[src/rtl/fib_checker_sat_counter.sv]
// Saturating up-counter: increments on inc, holds at all-ones.
// Ports: clock, reset (async, active-high), inc, count[W-1:0].
module sat_counter #(
    parameter int W = 8
) (
    input  logic         clock,
    input  logic         reset,
    input  logic         inc,
    output logic [W-1:0] count
);

    always_ff @(posedge clock or posedge reset) begin
        if (reset) begin
            count <= '0;
        end else if (inc && (count != {W{1'b1}})) begin
            count <= count + 1'b1;
        end
    end

endmodule

[config.mk]
export PLATFORM = sky130hd
export DESIGN_NAME = sat_counter
export DESIGN_NICKNAME = d
export VERILOG_FILES = /design/src/rtl/fib_checker_sat_counter.sv
export SDC_FILE = /design/constraint.sdc
export NUM_CORES = 1
export LEC_CHECK = 0
export ABC_AREA = 1
export CAP_MARGIN = 20
export CORE_AREA = 3 3 40 42
export CTS_CLUSTER_DIAMETER = 40
export DETAILED_ROUTE_END_ITERATION = 12
export DIE_AREA = 0 0 43 45
export PLACE_DENSITY_LB_ADDON = 0.15
export SLEW_MARGIN = 20
export SYNTH_ARGS = -nofsm -noshare
export SYNTH_HDL_FRONTEND = slang
export SYNTH_SLANG_ARGS = --single-unit
export TNS_END_PERCENT = 50
[constraint.sdc]
create_clock -name clock -period 1.25 [get_ports clock]
set_clock_uncertainty 0.05 [all_clocks]
set_input_delay 0.1875 -clock clock [delete_from_list [all_inputs] [get_ports clock]]
set_output_delay 0.1875 -clock clock [all_outputs]
set_load 0.02 [all_outputs]
## After elaboration in Yosys (flattened, before gate mapping)

Cells that the tools add are included.

| storage, ports and cells | value |
|---|---|
| flip-flop bits (word level) | 8 |
| bits of input ports | 3 |

| cells by class | value |
|---|---|
| add/sub/neg operators | 1 |
| eq/ne operators | 1 |
| reduce and logical (&&, ||, !) cells | 1 |

Operators by type and width:

| kind | number |
|---|---|
| adder 8 x 1 -> 8 bit, second input constant | 1 |
| != test 8 bit, second input constant | 1 |
| logical AND 1 bit | 1 |

## Logic depth before layout (Yosys ltp)

Gate-level depths: netlist (run 1).

| depth | value |
|---|---|
| depth after elaboration | 2 |
| mapped depth | 8 |
| gate-level depth less buffers | 7 |

## Worst setup path after synthesis (run 1)

OpenSTA, ideal clock, no wires.

| path | value |
|---|---|
| path type | flip-flop to flip-flop |
| from | reg count[0] |
| to | reg count[0] |
| arrival time | 1202 ps |
| path slack | -120 ps |
| stages on the path, launching flop included | 8 |
| period minus slack after synthesis | 1370 ps |
| path through | dfrtp_1 -> ha_1 -> nand2_2 -> nor2_2 -> nand2_2 -> buf_6 -> nand3b_1 -> nand2_1 |

| on the way | value |
|---|---|
| longest elaborated chain between the ends | 2 |
| elaborated cells on any way between the ends | 3 |

RTL lines:

| what | line | RTL |
|---|---|---|
| start, declared | 9 | `output logic [W-1:0] count` |
| start signal, assigned | 16 | `count <= count + 1'b1;` |
| branches (longest 2 deep; another with adder 8 x 1 -> 8 bit) | - |  |

Parallel ways; which one is timed is not known.
A chain may end at the register's enable or synchronous reset.

## Final worst setup path (run 1)

| path | value |
|---|---|
| from | reg count[0] |
| to | out count[0] |

No word-level cell between the ends.

==> results of run 1 <==
-- metrics by stage --
stage | util (%) | std cells | power [mW] | worst slack, ns
floorplan | - | 63 | 0.6737 | -0.008126
global placement | 51.22 | 95 | 0.9468 | -0.07587
detailed placement | 51.22 | 95 | 0.9470 | -0.1103
CTS | 53.36 | 99 | 1.135 | -0.009941
global route | 57.06 | 102 | 1.276 | -0.04121
finish | 57.06 | 102 | 1.189 | 0.009455
-- path summary, 6_finish.rpt --
kind	from	end	cells after the start
min in group clock	count[7]$_DFFE_PP0P_	count[7]$_DFFE_PP0P_	2
worst min register to register	count[7]$_DFFE_PP0P_	count[7]$_DFFE_PP0P_	2
worst min-delay path	reset	count[6]$_DFFE_PP0P_	2
worst max register to register	count[0]$_DFFE_PP0P_	count[6]$_DFFE_PP0P_	6
worst max-delay path	count[0]$_DFFE_PP0P_	count[0]	1
max in group asynchronous	reset	count[0]$_DFFE_PP0P_	2
-- logic make-up after synthesis --
family / after synthesis / share of synthesized area (%)
AND/OR/NAND/NOR: 39 / 39.68
buffers and inverters: 12 / 11.38
flip-flops: 8 / 42.33
AO/OA/AOI/OAI: 2 / 2.114
XOR/XNOR: 1 / 1.852
adder cells (fa/ha/maj): 1 / 2.645
-- cell usage after synthesis --
library cell	count	area, um^2
buf_2	1	5.000
buf_6	1	11.26
dfrtp_1	8	200.2
ha_1	1	12.51
inv_1	10	37.54
nand2_1	21	78.83
nand2_2	2	12.51
nand3_1	6	30.03
nand3_2	2	20.02
nand3b_1	1	7.510
nand4_1	2	12.51
nor2_1	2	7.510
nor2_2	3	18.77
o21ai_0	1	5.000
o21ai_1	1	5.000
xnor2_1	1	8.760
-- layout by cell type (no fill, tap or decap) --
master,n
buf_4,11
clkbuf_1,1
clkbuf_2,2
clkbuf_4,3
clkdlybuf4s15_1,3
clkdlybuf4s50_1,2
dfrtp_1,5
dfrtp_2,3
dlygate4sd2_1,3
ha_4,1
inv_1,10
nand2_1,20
nand2_2,1
nand2_4,3
nand3_1,5
nand3_2,3
nand3b_1,1
nand4_1,2
nor2_1,1
nor2_2,1
nor2_4,3
o21ai_1,2
xnor2_1,1
-- report_power, final --
group | leakage (nW) | switching [mW] | internal (mW)
sequential | 0.0954 | 0.0803 | 0.336
clock | 0.0150 | 0.108 | 0.123
combinational | 0.263 | 0.285 | 0.257
total | 0.374 | 0.473 | 0.716
-- routing by layer --
layer | GRT usage [%] | up-vias | routed length (um) | part of all wire, %
met1 | 16.50 | 205 | 487 | 48
met4 | 12.65 | 0 | 30 | 2.9
met5 | 0 | - | 0 | 0
met2 | 17.66 | 10 | 450 | 44
li1 | - | 246 | - | -
met3 | 1.195 | 4 | 50 | 4.9
-- area by class of cell --
type	instances	area share, %
Clock buffer	4	3.584
Inverter	10	5.119
Multi-Input combinational cell	44	37.88
Sequential cell	8	27.82
Tap cell	15	2.560
Timing Repair Buffer	21	23.04
-- timing repair --
item / CTS / global route
hold buffers: 0 / 0
pin swaps: 0 / 2
cloned: 0 / 1
gates resized for setup: 13 / 13
endpoints found under the setup margin: 13 / 13
buffers inserted: 0 / 2
-- worst register-to-register path: stages (launching register included) --
cell,delay [ns]
dfrtp_2,0.41
ha_4,0.16
nand2_4,0.06
nor2_4,0.13
nand3_1,0.11
o21ai_1,0.14
inv_1,0.05
==> flow_summary.toml, run 1 <==
[die]
die-area_um2 = 1935
initial_core_util_pct = 36.81
die_h_um = 45
die_w_um = 43
rows = 13
core-area_um2 = 1285
ios = 11

[pwr]
power_density_nw_per_um2 = 1621
leakage_nw = 0.3737
peakVddDrop_mv = 1.025

[critical_path]
crit_path_start_kind = "flop"
crit_family = "flip-flops"
slowest_delay_ns = 0.44
worstPathCellList = "clkdlybuf4s15_1"
end_kind = "primary output"
crit_type = "flop to primary output"
worst-path-max-fanout = 4
rrSetupSlack_ns = 0.04
required_ns = 1.01
critPathArrivalTime_ns = 1.00
cp_slowest_cell = "dfrtp_2"
crit_buf_inv = 1

[cells_and_area]
fillers = 116
drive_gt1_share_pct = 35.63
final_area_um2 = 733.2
multiInputGateArea_um2 = 277.8
ff_latch_area_um2 = 203.9
syn_to_final_growth_pct = 55.03
top_register = "count"
largest_registers = "count (8)"
largest_reg_flops = 8
layout.nets = 92
antenna_cells = 0

[timing]
min_period_ns = 1.241
relSlewSlack_pct = 78.35
tightest_slew_ns = 0.3244
setup_tns_ns = 0
finalHoldViolCount = 0
clock.fmax_ghz = 0.8061
setup_viol = 0
rsz0062_at_grt = "yes"
slew_violations = 0
hold_ws_ns = 0.1143
period_share_pct = 99.24

[clock_tree]
cts_max_level = 1
cts_tree = "yes"
cts.clk_slew.worst_paths_ns = 0.07
clk_path_buf_depth = 2
clk_latency_ns = 0.27
cts_made_buffers = 3
cts-root-buf = "clkbuf_4"
cts_sinks = 8

[place]
hpwl_um = 709.2
post_dp_cell_area_um2 = 658.1
portBuffers = 10
gp_congestion = 0.7160

[detailed_routing]
drc_errors = 0
vias_per_cell = 4.559
wirelength_mm = 1.018
wire_per_inst_um = 9.980
vias = 465
dr.first_iter.drc_count = 14
drt_pre_antenna_iters = 4
drtAntennaViolNets = 0

[global_route]
grt_overflow = 0
grt.total_usage_pct = 12.58
grt_pass1_wl_mm = 1.752
grt_pass1_vias = 411
grt_max_degree = 12
grt_antenna_before_repair = 0

[run]
cap_violations = 0

[logic_synthesis]
synthesis.nets = 67
syn_area_um2 = 473.0
postSynthAreaPerCell_um2 = 7.507
synth_cell_types = 16
ys_seq_area_share_pct = 42.33
netlist_instances = 63
ys_ff_latch = 8
yosys_warnings = 0

[worst_hold_path]
min_path_type = "primary input to async pin"

[status]
status = "complete, no violations"
(Power assumes the default switching activity.)
==> inputs of run 2 (changes only) <==
CORE_AREA = 2 2 39 41   (was 3 3 40 42)
CTS_BUF_LIST = sky130_fd_sc_hd__clkbuf_4 sky130_fd_sc_hd__clkbuf_8   (was default)
DIE_AREA = 0 0 41 43   (was 0 0 43 45)
==> run 2 against run 1 <==
Compared with the run above:
- final cell count up 2.9%
- combinational power is 13% higher
- flip-flop and latch count did not move
- critical path depth is 7 higher
- largest cell class unchanged
- largest power group unchanged
- clock-buffer cell count unchanged
- die area fell by 8.9%
==> flow_summary.toml, run 2 (same netlist as run 1, synthesis figures left out) <==
[clock_tree]
cts_tree = "yes"
cts.clk_slew.worst_paths_ns = 0.06
cts_made_buffers = 3
cts_sinks = 8
cts-root-buf = "clkbuf_4"
clk_path_buf_depth = 2
clk_latency_ns = 0.27
cts_hold_buf = 0
cts_max_level = 1

[timing]
tightest_slew_ns = 0.3334
relSlewSlack_pct = 77.75
hold_ws_ns = 0.1209
clock.fmax_ghz = 0.8065
finalWorstSetupSlack_ns = 0.01008
setup_viol = 0
period_share_pct = 99.19
slew_violations = 0
finalHoldViolCount = 0
min_period_ns = 1.240
rsz0062_at_grt = "yes"
setup_tns_ns = 0

[place]
post_dp_cell_area_um2 = 694.4
post-place-ws_ns = -0.08828
portBuffers = 10
hpwl_um = 763.3
gp_congestion = 0.7432
dpl.cell_count = 99

[critical_path]
worstPathCellList = "ha_4 -> nand2_4 -> nor2_4 -> nand2_4 -> buf_12 -> nand3_2 -> nand2_1 -> nand2_1"
slowest_delay_ns = 0.44
crit_path_start_kind = "flop"
critPathArrivalTime_ns = 1.34
worst-path-max-fanout = 8
cp_slowest_cell = "dfrtp_2"
crit_type = "flop to flop"
end_kind = "flop"
required_ns = 1.35

[cells_and_area]
utilization_pct = 55.61
final_cells = 105
top_register = "count"
syn_to_final_growth_pct = 62.70
layout.nets = 94
largest_reg_flops = 8
mostFrequentLayoutCells = "21 x nand2_1, 13 x buf_4, 10 x inv_1, 6 x nand3_1, 6 x dfrtp_1"
drive_gt1_share_pct = 35.96
antenna_cells = 0
final_area_um2 = 769.5
largest_registers = "count (8)"
mostFrequentLayoutCell = "nand2_1"

[pwr]
leakage_nw = 0.4000
peakVddDrop_mv = 0.8932
power_density_nw_per_um2 = 1636
design_power_total_mw = 1.259

[global_route]
grt_pass1_vias = 436
grt_antenna_before_repair = 0
grt_pass1_wl_mm = 1.745
grt_overflow = 0
grt_max_degree = 9
grt.total_usage_pct = 15.28

[status]
status = "complete, no violations"

[die]
rows = 14
die_w_um = 41
die-area_um2 = 1763
initial_core_util_pct = 34.18
die_h_um = 43
ios = 11
core-area_um2 = 1384

[run]
cap_violations = 0

[detailed_routing]
vias_per_cell = 4.676
wire_per_inst_um = 10.07
wirelength_mm = 1.057
drtAntennaViolNets = 0
vias = 491
dr.first_iter.drc_count = 8
drt_pre_antenna_iters = 4
drc_errors = 0

[worst_hold_path]
min_path_type = "primary input to async pin"
-- run 2: per-layer routing --
layer	up-vias	track usage, %	routed length [um]
li1	245	-	-
met1	226	20.46	458
met2	15	20.31	502
met3	5	3.141	51
met4	0	12.00	44
met5	-	0	0
-- run 2: final cells by class --
class | count | area [um^2]
fillers | 136 | 614.3
repair buffers | 24 | 217.7
inverters | 10 | 37.54
clock buffers | 4 | 30.03
well taps | 16 | 20.02
flip-flops and latches | 8 | 202.7
multi-input cells | 43 | 261.5
-- run 2: worst paths after layout --
| kind | depth (start not counted) | start | to | slack, ns |
|---|---|---|---|---|
| hold reg to reg | 2 | count[7]$_DFFE_PP0P_ | count[7]$_DFFE_PP0P_ | 0.48 |
| setup / recovery | 8 | count[0]$_DFFE_PP0P_ | count[4]$_DFFE_PP0P_ | 0.01 |
| max in group asynchronous | 2 | reset | count[1]$_DFFE_PP0P_ | 0.76 |
| hold / removal | 2 | reset | count[6]$_DFFE_PP0P_ | 0.12 |
| setup reg to reg | 8 | count[0]$_DFFE_PP0P_ | count[4]$_DFFE_PP0P_ | 0.01 |
| min in group clock | 2 | count[7]$_DFFE_PP0P_ | count[7]$_DFFE_PP0P_ | 0.48 |
-- run 2: timing repair --
action	in CTS	in global routing
setup endpoints to repair	15	11
pin swaps	2	1
resized for setup	13	11
setup buffers	0	2
cloned	0	0
-- run 2: critical path, delay by kind of cell (launching register included) --
| kind | cells | cell delay, ns |
|---|---|---|
| DFF | 1 | 0.44 |
| and+or+nand+nor | 6 | 0.33 |
| adders and majority gates | 1 | 0.18 |
| buffers and inverters | 1 | 0.11 |
-- run 2: power by group --
group / switching, mW / internal (mW)
Sequential: 0.0733 / 0.333
Combinational: 0.300 / 0.309
Clock: 0.0997 / 0.145
Total: 0.473 / 0.786
